===== config.mk =====
export PLATFORM = sky130hd
export DESIGN_NAME = classify_scheduler
export DESIGN_NICKNAME = d
export VERILOG_FILES = /design/src/rtl/classify_scheduler_pkg.sv /design/src/rtl/classify_mac_sat.sv /design/src/rtl/classify_scheduler.sv
export SDC_FILE = /design/constraint.sdc
export NUM_CORES = 1
export LEC_CHECK = 0
export CORE_UTILIZATION = 57
export CTS_CLUSTER_SIZE = 12
export DETAILED_ROUTE_END_ITERATION = 8
export GPL_TIMING_DRIVEN = 0
export PLACE_DENSITY_LB_ADDON = 0.1
export SYNTH_ARGS = -nofsm -noshare
export SYNTH_HDL_FRONTEND = slang
export SYNTH_SLANG_ARGS = --single-unit

===== constraint.sdc =====
create_clock -name clk -period 8.1 [get_ports clk]
set_clock_uncertainty 0.05 [all_clocks]
set_input_delay 1.62 -clock clk [delete_from_list [all_inputs] [get_ports clk]]
set_output_delay 1.62 -clock clk [all_outputs]
set_load 0.005 [all_outputs]

===== src/rtl/classify_scheduler_pkg.sv =====
// Shared types and helpers for the time-multiplexed classification layer.
// Holds the scheduler state encoding and the address-width helper.
package classify_scheduler_pkg;

  typedef enum logic [2:0] {
    ST_IDLE  = 3'd0,
    ST_BIAS  = 3'd1,
    ST_MAC   = 3'd2,
    ST_WRITE = 3'd3,
    ST_DONE  = 3'd4
  } state_t;

  // Address width that stays at least one bit wide for single-entry memories.
  function automatic int addr_w(input int n);
    return (n <= 1) ? 1 : $clog2(n);
  endfunction

endpackage


===== src/rtl/classify_mac_sat.sv =====
// Shared multiply-accumulate with bias preload and shift-and-saturate output.
// The accumulator is wide enough to never overflow; only the result clamps.
module classify_mac_sat #(
  parameter int input_bitlength  = 12,
  parameter int output_bitlength = 8,
  parameter int in_dim           = 5,
  parameter int FRAC_BITS        = 4
) (
  input  logic                        clk,
  input  logic                        rst,
  input  logic                        load,
  input  logic                        acc_en,
  input  logic [input_bitlength-1:0]  h_data,
  input  logic [input_bitlength-1:0]  w_data,
  input  logic [input_bitlength-1:0]  b_data,
  output logic [output_bitlength-1:0] result
);

  localparam int prod_w = 2 * input_bitlength;
  localparam int acc_w  = prod_w + $clog2(in_dim) + 1;

  logic signed [prod_w-1:0]           prod;
  logic signed [acc_w-1:0]            prod_ext;
  logic signed [acc_w-1:0]            bias_ext;
  logic signed [acc_w-1:0]            acc;
  logic signed [acc_w-1:0]            shifted;
  logic [acc_w-output_bitlength:0]    top_bits;

  assign prod     = $signed(h_data) * $signed(w_data);
  assign prod_ext = {{(acc_w-prod_w){prod[prod_w-1]}}, prod};
  // Bias is aligned to the product's doubled fractional position.
  assign bias_ext = {{(acc_w-input_bitlength){b_data[input_bitlength-1]}}, b_data} <<< FRAC_BITS;

  always_ff @(posedge clk) begin
    if (rst) begin
      acc <= '0;
    end else if (load) begin
      acc <= bias_ext + prod_ext;
    end else if (acc_en) begin
      acc <= acc + prod_ext;
    end
  end

  assign shifted  = acc >>> FRAC_BITS;
  // The value fits the output when every bit from the output sign upward agrees.
  assign top_bits = shifted[acc_w-1:output_bitlength-1];

  always_comb begin
    result = shifted[output_bitlength-1:0];
    if (!((&top_bits) || !(|top_bits))) begin
      if (shifted[acc_w-1]) begin
        result = {1'b1, {(output_bitlength-1){1'b0}}};
      end else begin
        result = {1'b0, {(output_bitlength-1){1'b1}}};
      end
    end
  end

endmodule


===== src/rtl/classify_scheduler.sv =====
// Sequential classification layer: one shared MAC walks hidden/weight/bias
// memories, emits each saturated class score, then the argmax index.
module classify_scheduler
  import classify_scheduler_pkg::*;
#(
  parameter int input_bitlength  = 12,
  parameter int output_bitlength = 8,
  parameter int in_dim           = 5,
  parameter int out_dim          = 2,
  parameter int FRAC_BITS        = 4
) (
  input  logic                                  clk,
  input  logic                                  rst,
  input  logic                                  start,
  output logic                                  busy,
  output logic [addr_w(in_dim)-1:0]             h_addr,
  input  logic [input_bitlength-1:0]            h_data,
  output logic [addr_w(in_dim*out_dim)-1:0]     w_addr,
  input  logic [input_bitlength-1:0]            w_data,
  output logic [addr_w(out_dim)-1:0]            b_addr,
  input  logic [input_bitlength-1:0]            b_data,
  output logic                                  out_valid,
  output logic [addr_w(out_dim)-1:0]            out_idx,
  output logic [output_bitlength-1:0]           out_data,
  output logic                                  done,
  output logic [addr_w(out_dim)-1:0]            class_idx,
  output logic [2:0]                            dbg_state
);

  localparam int hw = addr_w(in_dim);
  localparam int ww = addr_w(in_dim * out_dim);
  localparam int bw = addr_w(out_dim);

  state_t                              state, state_nx;
  logic [hw-1:0]                       k;
  logic [bw-1:0]                       j;
  logic signed [output_bitlength-1:0]  best;
  logic [bw-1:0]                       bidx;
  logic [bw-1:0]                       class_q;
  logic [bw-1:0]                       idx_q;
  logic [output_bitlength-1:0]         data_q;
  logic [output_bitlength-1:0]         result;
  logic                                load;
  logic                                acc_en;
  logic                                last_k;
  logic                                last_j;

  assign last_k = (k == hw'(in_dim - 1));
  assign last_j = (j == bw'(out_dim - 1));

  classify_mac_sat #(
    .input_bitlength  (input_bitlength),
    .output_bitlength (output_bitlength),
    .in_dim           (in_dim),
    .FRAC_BITS        (FRAC_BITS)
  ) u_mac (
    .clk    (clk),
    .rst    (rst),
    .load   (load),
    .acc_en (acc_en),
    .h_data (h_data),
    .w_data (w_data),
    .b_data (b_data),
    .result (result)
  );

  always_ff @(posedge clk) begin
    if (rst) begin
      state   <= ST_IDLE;
      k       <= '0;
      j       <= '0;
      best    <= '0;
      bidx    <= '0;
      class_q <= '0;
      idx_q   <= '0;
      data_q  <= '0;
    end else begin
      state <= state_nx;
      case (state)
        ST_IDLE:  if (start) j <= '0;
        ST_BIAS:  k <= '0;
        ST_MAC:   k <= k + hw'(1);
        ST_WRITE: begin
          data_q <= result;
          idx_q  <= j;
          // Strict compare keeps the lowest index on ties.
          if (j == '0 || $signed(result) > best) begin
            best <= $signed(result);
            bidx <= j;
          end
          if (!last_j) j <= j + bw'(1);
        end
        ST_DONE:  class_q <= bidx;
        default:  ;
      endcase
    end
  end

  always_comb begin
    state_nx = state;
    h_addr   = '0;
    w_addr   = '0;
    b_addr   = '0;
    load     = 1'b0;
    acc_en   = 1'b0;
    case (state)
      ST_IDLE: if (start) state_nx = ST_BIAS;
      ST_BIAS: begin
        b_addr   = j;
        w_addr   = ww'(int'(j));
        state_nx = ST_MAC;
      end
      ST_MAC: begin
        load   = (k == '0);
        acc_en = 1'b1;
        // Prefetch the next element so its data lands on the following cycle.
        if (!last_k) begin
          h_addr = k + hw'(1);
          w_addr = ww'((int'(k) + 1) * out_dim + int'(j));
        end else begin
          state_nx = ST_WRITE;
        end
      end
      ST_WRITE: state_nx = last_j ? ST_DONE : ST_BIAS;
      ST_DONE:  state_nx = ST_IDLE;
      default:  state_nx = ST_IDLE;
    endcase
  end

  assign busy      = (state != ST_IDLE);
  assign out_valid = (state == ST_WRITE);
  assign done      = (state == ST_DONE);
  assign out_data  = out_valid ? result : data_q;
  assign out_idx   = out_valid ? j : idx_q;
  assign class_idx = done ? bidx : class_q;
  assign dbg_state = state;

endmodule


## Word level (Yosys, flattened, before mapping)

Cells that the tools add are included.

- Register bits: 54
- Bits of input ports: 39

- Add/sub/neg operators: 6
- Multiply operators: 1
- Order comparisons: 1
- Eq/ne operators: 7
- Mux-type cells: 22
- Bitwise operators: 1
- Reduce and logical (&&, ||, !) cells: 14

Operators with widths:

| cell | count |
|---|---|
| $mux 28 | 2 |
| $add 28x24->28 | 1 |
| $add 16x24->25 | 1 |
| $mul 12x12->24 | 1 |
| $mux 8 | 3 |
| $reduce_and 17->1 | 1 |
| $reduce_or 17->1 | 1 |
| $mux 3 | 5 |
| $pmux 3 s4 | 1 |
| $gt 8x8->1 | 1 |
| $pmux 4 s2 | 1 |
| $mux 1 | 7 |
| $add 3x1->3 const B | 2 |
| $eq 3x2->1 const B | 2 |
| $eq 3x3->1 const B | 2 |
| $logic_not 3->1 | 2 |
| $pmux 3 s2 | 1 |
| $reduce_and 2->1 | 3 |
| $reduce_bool 2->1 | 3 |
| $add 4x1->4 | 1 |
| $mux 4 | 1 |
| $ne 2x2->1 const B | 2 |
| $eq 3x1->1 const B | 1 |
| $reduce_bool 3->1 | 1 |
| 5 further kinds | 6 |

## Logic depth before layout (Yosys ltp)

Gate-level depths: netlist of the first run.

- Depth after elaboration: 7
- Mapped depth: 32
- Gate-level depth less buffers: 31

## Cells and area by module

From an unflattened synthesis of the first run, not the netlist that was laid out.

- Cells, all modules: 1275
- Area total of the unflattened synthesis: 10446.3 um^2

Modules (own cells, without submodules):

| module | instances | cells each | area an instance (um^2) |
|---|---|---|---|
| classify_mac_sat | 1 | 1090 | 8969.9 |
| classify_scheduler | 1 | 185 | 1476.4 |

## Least setup slack after synthesis of the first run

Ideal clock, no wire load.

- Kind: input-to-reg
- Start: input w_data[3]
- End: register u_mac.acc[27]
- Arrival: 7.977 ns
- Required time: 7.988 ns
- Path slack: 0.012 ns
- Stages: 25
- Buffers on the path: 1
- Cells stage by stage: clkbuf_1 > nand2_1 > fa_1 > inv_1 > fa_1 > fa_1 > fa_1 > inv_1 > fa_1 > inv_1 > ha_1 > or4_1 > nor2_1 > nor2_1 > a31o_2 > a21oi_2 > xnor2_1 > ha_1 > a21o_1 > a21o_1 > a21o_1 > a31oi_1 > o21ai_1 > or3_1 > nand3_1

- Word-level cells in the longest chain between the ends: 4

Ends and longest elaborated chain:

| item | RTL line | RTL |
|---|---|---|
| start, declared | classify_scheduler.sv:19 | `input logic [input_bitlength-1:0] w_data,` |
| $mul 12x12->24 (*) | classify_mac_sat.sv:29 | `assign prod = $signed(h_data) * $signed(w_data);` |
| $add 28x24->28 | classify_mac_sat.sv:40 | `acc <= acc + prod_ext;` |
| $mux 28 | classify_mac_sat.sv:39 | `end else if (acc_en) begin` |
| $mux 28 (*) | classify_mac_sat.sv:37 | `end else if (load) begin` |
| end signal, assigned | classify_mac_sat.sv:38 | `acc <= bias_ext + prod_ext;` |
| end signal, assigned | classify_mac_sat.sv:40 |  |
| end, declared | classify_mac_sat.sv:25 | `logic signed [acc_w-1:0] acc;` |

Mark *: on every way between the ends. The rest lies on a longest branch, timed or not. The select of a mux whose other input is x is not followed.
A chain may end at the register's enable or synchronous reset.

## Worst setup path after layout of the first run

- Start: input w_data[0]
- End: register u_mac.acc[21]

The elaborated chain is that of the path after synthesis.

==> flow_summary.ini, run 1 <==
[run_status]
outcome = complete, no violations

[clock_network]
cts_buffer_depth = 2
h-tree-depth = 2
cts_root_buf = clkbuf_16
hold_buffers = 0
cts_buffers = 5
cts.sink_count = 54
cts.clk_slew.worst_paths_ns = 0.08
cts_tree = done
clkLatencyLatePin_ns = 0.30

[placed_design]
dp_hpwl_microns = 20600
port_buffers = 61
pre_cts_slack_ns = -1.41
place_congestion = 0.941

[die]
core_area_sq_um = 17500
dieArea_sq_um = 18600
rows = 48
die_w_microns = 136
start_util_pct = 58.8
die-height_microns = 136
io_pins = 63

[synth]
avgSynthCellArea_sq_um = 8.25
synth.area.top_cells = fa_1, ha_1, dfxtp_1, inv_1, nand2_1
ys_seq_area_share_pct = 10.5
ys_async_sr_fraction_pct = 0
synth_area_sq_um = 10300
ys.flop_type = dfxtp_1
ys_ff_latch = 54
synth_nets = 1533
postSynthCellCount = 1245
yosys_warnings = 0
yosysTopAreaCellShare_pct = 27.3
synth_area_leader_cell = fa_1
ys_types = 67
synth_common_cells = inv_1, fa_1, nand2_1
synth.most_common_cell = inv_1
synth_edf_count = 0

[final_layout]
final_util_pct = 71.5
multiInputGateArea_sq_um = 8570
drive_above_1_share_pct = 16.5
seq_area_sq_um = 1080
num_antenna_cells = 0
n_fill_cell = 1382
syn2layout_area_growth_pct = 21.7
nets = 1676

[sta]
fin_ws_ns = 0.0220
period_needed_ns = 8.08
tns_ns = 0
fin_crit_sh_pct = 99.7
tightest_slew_ns = 0.849
setup_violations = 0
rsz0062_at_grt = true
hold_violations = 0
fmax_mhz = 124
slew_viol_final = 0
holdWs_ns = 0.425
slew-limit-headroom_pct = 43.1

[drt]
wl_per_cell_microns = 16.8
final_antenna_net_count = 0
drt-total-wl_microns = 27200
drt_iter0_drc = 688
drc = 0
vias_per_cell = 5.65
dr_total_vias = 9115
drt_first_pass_iters = 5

[global_route]
grt_pass1_vias = 8719
grt-ovfl-total = 0
grt_antenna_before_repair = 0
grt_max_degree = 20
grt_pass1_wl_microns = 42900
grt.total_usage_pct = 29.5

[worst_setup_path]
worstPathArrival_ns = 8.19
start_kind = input pin
critPathTopFamily = adder cells
cp.required_ns = 8.22
crit_path_top_delay_cell = fa_1
critPathMostFrequentCell = fa_1
path_class = in -> reg
worstPathMaxFanout = 4
cp_num_buf_inv = 12
cpPeakStageDelay_ns = 0.55
end_kind = register

[min_path]
hold_path.class = reg -> reg

[job]
drv_cap = 0
==> area by class of cell <==
class	count	area share [%]
buffer	46	3.64
clock buffer	5	1.00
clock inverter	3	0.230
inverter	213	6.44
multi-input combinational	932	68.5
sequential	54	8.65
tap	225	2.25
timing repair buffer	136	9.25
==> placed cells by master, fill, tap and decap left out, types with 24 or more instances in the layout <==
cell type / n
clkdlybuf4s50_1: 37
inv_1: 200
fa_1: 135
xnor2_1: 43
dfxtp_1: 54
nand2_1: 133
ha_1: 94
nor3_1: 24
o21ai_0: 31
and2_1: 50
a21oi_1: 59
buf_4: 62
nor2_1: 82
==> routing by layer <==
metal	global-route usage [%]	wire length (microns)
met3	4.40	1660
met1	41.7	12200
met2	47.8	12800
met4	5.93	536
met5	0	0
==> final timing paths <==
path,startpoint,to,slack (ns),cells after the start
max,w_data[0],u_mac.acc[21],0.02,37
min reg2reg,u_mac.acc[2],u_mac.acc[2],0.43,2
max reg2reg,u_mac.acc[27],best[2],3.93,17
min,u_mac.acc[2],u_mac.acc[2],0.43,2
==> worst register-to-register path, cell delays in order (launching register included) <==
cell     delay, ns
dfxtp_1       0.56
nor4_1        0.12
nand4_1       0.11
nor3_1        0.05
a31oi_1       0.64
nand2_1       0.32
o21a_1        0.24
ha_1          0.30
nor2b_1       0.13
o21a_1        0.16
o21a_1        0.16
o21a_1        0.15
o21ai_0       0.18
a211o_1       0.18
a31o_2        0.15
buf_2         0.25
mux2i_1       0.24
nor2_1        0.05
==> metrics by stage <==
stage | std cells | instance area, sq um
2_1_floorplan | 1245 | 10300
3_3_place_gp | 1531 | 11200
3_5_place_dp | 1531 | 11200
4_1_cts | 1600 | 12200
5_1_grt | 1614 | 12500
6_report | 1614 | 12500
==> sequential cells by signal, summed over array words and instances (netlist names) <==
signal / flops
bidx: 1
idx_q: 1
data_q: 8
best: 8
dbg_state: 3
u_mac.acc: 28
k: 3
class_q: 1
j: 1
==> logic make-up after synthesis <==
family                   Yosys count  synth area share (%)
XOR/XNOR                          62                  5.43
multiplexers                      18                  1.86
flip-flops                        54                  10.5
adder cells (fa/ha/maj)          249                  40.6
AO/OA/AOI/OAI                    219                  14.2
buffers and inverters            259                  9.77
AND/OR/NAND/NOR                  384                  17.7
==> what timing repair did <==
action                                  in CTS  in global routing
resized for setup                          148                121
pin swaps                                   32                 61
gates cloned                                 2                  0
endpoints found under the setup margin      14                 10
buffers inserted                            59                 17
endpoints found under the hold margin        0                  0
Power of run 1 is not shown: default switching activity piles up to over one toggle a cycle in this logic, so the estimate is an artifact.
==> run 2: changes to the inputs <==
- PLACE_DENSITY: unset -> 0.8
- PLACE_DENSITY_LB_ADDON: 0.1 -> unset
==> run 2 against run 1 <==
  * Clock-buffer cell count rose by 2
  * Critical endpoint is now u_mac.acc[23]
  * Fmax rose by 0.79%
  * First-iteration DRC count rose by 4.1%
  * Routed wire length rose by 0.85%
  * Via count rose by 0.72%
==> flow_summary.ini, run 2 (synthesized netlist as in run 1, its figures left out) <==
[run_status]
outcome = complete, no violations

[clock_network]
cts_root_buf = clkbuf_16
cts_buffer_depth = 2
h-tree-depth = 2
cts_buffers = 5
cts_tree = done
clkLatencyLatePin_ns = 0.30
cts.clk_slew.worst_paths_ns = 0.07
cts.sink_count = 54

[die]
die_w_microns = 136
core_area_sq_um = 17500
die-height_microns = 136
rows = 48
dieArea_sq_um = 18600
io_pins = 63
start_util_pct = 58.8

[job]
drv_cap = 0

[worst_setup_path]
critPathCapture = u_mac.acc[23]
critPathMostFrequentCell = fa_1
worstSetupStartpoint = w_data[1]
reg2reg_depth = 17
worstPathMaxFanout = 6
worstPathArrival_ns = 8.18
reg2reg_slack_ns = 3.96
timing.rr.start = u_mac.acc[27]
r2r-end = best[5]
cpPeakStageDelay_ns = 0.55
cp.required_ns = 8.26
crit_path_top_delay_cell = fa_1
path_class = in -> reg
end_kind = register
start_kind = input pin

[global_route]
grt_antenna_before_repair = 0
grt_pass1_wl_microns = 43600
grt_max_degree = 16
grt_pass1_vias = 9164
grt.total_usage_pct = 29.9
grt-ovfl-total = 0

[final_layout]
layout_common_cells = inv_1, nand2_1, fa_1, ha_1, nor2_1
n_fill_cell = 1311
final_common_cell = inv_1
final_util_pct = 70.8
top_regs = u_mac.acc (28), best (8), data_q (8)
num_antenna_cells = 0
syn2layout_area_growth_pct = 20.4
nets = 1659
drive_above_1_share_pct = 15.0
final_area_sq_um = 12400
largest_register_ffs = 28
top_register = u_mac.acc

[placed_design]
dp_hpwl_microns = 20700
place_congestion = 0.914
place_area_sq_um = 11200
port_buffers = 61

[drt]
vias_per_cell = 5.75
final_antenna_net_count = 0
wl_per_cell_microns = 17.2
drt_iter0_drc = 716
drc = 0
dr_total_vias = 9181
drt-total-wl_microns = 27400
drt_first_pass_iters = 5

[sta]
period_needed_ns = 8.01
slew-limit-headroom_pct = 46.5
fmax_mhz = 125
holdWs_ns = 0.424
rsz0062_at_grt = true
hold_violations = 0
slew_viol_final = 0
tightest_slew_ns = 0.798
fin_crit_sh_pct = 98.9
setup_violations = 0
tns_ns = 0

[min_path]
hold_path.class = reg -> reg
run 2: changes by cell type in the layout (fill, tap and decap cells not counted), moves of 3 or more:
cell	before	now
inv_1	200	203
nor2_2	3	0
buf_6	13	5
clkbuf_4	1	5
clkbuf_2	16	13
inv_2	12	9
buf_4	62	52
run 2: how the worst min path moves through the flow:
stage                             from  slack [ns]  cells after the start            to
after global placement    u_mac.acc[2]        0.40                      2  u_mac.acc[2]
after floorplan           u_mac.acc[2]        0.39                      2  u_mac.acc[2]
final                     u_mac.acc[2]        0.42                      2  u_mac.acc[2]
after detailed placement  u_mac.acc[2]        0.41                      2  u_mac.acc[2]
after CTS                 u_mac.acc[2]        0.43                      2  u_mac.acc[2]
after global routing      u_mac.acc[2]        0.45                      2  u_mac.acc[2]
run 2: critical path, delay by kind of cell:
| kind | cells | cell delay [ns] |
|---|---|---|
| adder cells (fa/ha/maj) | 7 | 3.14 |
| AO/OA/AOI/OAI | 8 | 1.21 |
| XOR/XNOR | 2 | 0.34 |
| AND/OR/NAND/NOR | 5 | 1.00 |
| buffers and inverters | 9 | 0.87 |
run 2: per-layer routing:
metal / GRT usage [%] / routed length (microns)
met1: 39.1 / 11300
met2: 50.5 / 13500
met3: 5.00 / 1900
met4: 8.52 / 707
met5: 0 / 0
run 2: metrics by stage:
| step | setup slack (ns) | std cells |
|---|---|---|
| after floorplan | 0.0117 | 1245 |
| after global placement | -1.22 | 1531 |
| after detailed placement | -1.27 | 1531 |
| after CTS | 0.000151 | 1582 |
| after global routing | -0.132 | 1597 |
| final | 0.0851 | 1597 |
run 2: timing repair:
action                                  in CTS  in global routing
hold buffers                                 0                  0
endpoints found under the setup margin      14                 12
pin swaps                                   32                 58
resized for setup                          164                102
gates cloned                                 2                  1
buffers inserted                            41                 14
run 2: final cells by class:
type	count	area [sq um]	share of cell area, %
clock inverter	1	5.00	0.0405
timing repair buffer	119	1020	8.22
tap	225	282	2.28
clock buffer	7	143	1.15
multi-input combinational	932	8580	69.4
sequential	54	1080	8.74
buffer	46	458	3.70
inverter	213	805	6.51
Power of run 2 is left out for the same reason.
==> run 3: changes to the inputs <==
- CORE_MARGIN: unset -> 3
==> run 3 against run 2 <==
  * The flow now finishes with violations (setup timing)
  * First-iteration DRC count rose by 0.42%
  * Final cell count rose by 0.81%
  * Routed wire length rose by 4.4%
  * Hold slack got worse by 0.0035 ns
  * Flip-flop and latch count did not move
  * Die area rose by 6.0%
  * Clock-buffer cell count fell by 2
  * Worst setup slack got worse by 0.094 ns
  * Design area rose by 0.94%
==> flow_summary.ini, run 3 (synthesized netlist as in run 1, its figures left out) <==
[drt]
drt-total-wl_microns = 28600
dr_total_vias = 9384
vias_per_cell = 5.83
wl_per_cell_microns = 17.8
drt_first_pass_iters = 6
drt_iter0_drc = 719
final_antenna_net_count = 0
drc = 0

[worst_setup_path]
critPathMostFrequentCell = fa_1
path_class = in -> reg
cpPeakStageDelay_ns = 0.60
timing.rr.start = u_mac.acc[27]
cp.required_ns = 8.26
reg2reg_depth = 17
end_kind = register
worstPathMaxFanout = 6
start_kind = input pin
crit_path_top_delay_cell = fa_1
reg2reg_slack_ns = 3.98
r2r-end = best[5]
worstPathArrival_ns = 8.27

[sta]
rsz0062_at_grt = true
slew-limit-headroom_pct = 47.5
hold_violations = 0
fmax_mhz = 123
slew_viol_final = 0
tightest_slew_ns = 0.784
holdWs_ns = 0.421
period_needed_ns = 8.11
fin_ws_ns = -0.00911
fin_crit_sh_pct = 100
setup_violations = 1

[clock_network]
h-tree-depth = 2
cts_root_buf = clkbuf_16
hold_buffers = 0
cts_buffers = 5
cts.clk_slew.worst_paths_ns = 0.08
cts.sink_count = 54
cts_tree = done
cts_buffer_depth = 2
clkLatencyLatePin_ns = 0.30

[final_layout]
top_register = u_mac.acc
layout_common_cells = inv_1, fa_1, nand2_1, ha_1, nor2_1
fin_cells = 1610
largest_register_ffs = 28
syn2layout_area_growth_pct = 21.5
final_area_sq_um = 12500
final_common_cell = inv_1
num_antenna_cells = 0
nets = 1673
top_regs = u_mac.acc (28), best (8), data_q (8)
drive_above_1_share_pct = 16.4

[die]
io_pins = 63
start_util_pct = 58.8
dieArea_sq_um = 19700
die_w_microns = 140
rows = 48
die-height_microns = 140
core_area_sq_um = 17500

[placed_design]
port_buffers = 61
dp_hpwl_microns = 20900
place_congestion = 0.940
place_inst = 1531
pre_cts_slack_ns = -1.33
place_area_sq_um = 11200

[min_path]
worstHoldStart = u_mac.acc[2]
min_to = u_mac.acc[2]
hold_path.class = reg -> reg
min_path_cells = 2

[global_route]
grt_pass1_vias = 9054
grt-ovfl-total = 0
grt_antenna_before_repair = 0
grt_pass1_wl_microns = 44100
grt_max_degree = 17
grt.total_usage_pct = 27.2

[run_status]
outcome = finished with violations
violations = setup timing

[job]
drv_cap = 0
[run 3: area by class of cell]
cell class	count	area (sq um)
plain buffers	46	458
clock buffers	5	125
clock inverters	2	15.0
fillers	1304	4990
inverters	213	805
multi-input cells	932	8600
flip-flops and latches	54	1080
well taps	225	282
repair buffers	133	1110
[run 3: worst max path at each step]
stage                    from            end  slack, ns
floorplan           w_data[3]  u_mac.acc[27]       0.01
global placement    w_data[4]  u_mac.acc[23]      -1.23
detailed placement  w_data[4]  u_mac.acc[27]      -1.33
CTS                 w_data[3]  u_mac.acc[23]     0.0006
global route        w_data[8]  u_mac.acc[23]      -0.27
finish              w_data[8]  u_mac.acc[23]     -0.009
[run 3: stage by stage]
step | TNS, ns | utilization, %
floorplan | 0 | -
global placement | -12.73 | 63.9
detailed placement | -13.56 | 63.9
CTS | 0 | 69.6
global route | -1.57 | 71.4
finish | -0.00911 | 71.4
[run 3: what timing repair did]
action | CTS | global route
setup buffers | 47 | 26
setup endpoints to repair | 14 | 12
gates resized for setup | 151 | 135
pin swaps | 28 | 74
hold endpoints to repair | 0 | 0
cloned | 2 | 0
[run 3: critical path: cells and delay by family]
kind                     cells  cell delay (ns)
AND/OR/NAND/NOR              9             1.30
XOR/XNOR                     2             0.25
AO/OA/AOI/OAI                8             1.49
buffers and inverters        7             0.60
adder cells (fa/ha/maj)      7             3.03
[run 3: layer usage]
metal / GRT usage (%) / wire length [microns] / up-vias
met4: 6.37 / 769 / 0
met5: 0 / 0 / -
met2: 44.5 / 13900 / 381
met1: 38.1 / 12000 / 4562
met3: 4.27 / 1930 / 85
li1: - / - / 4356
Power of run 3 is left out for the same reason.
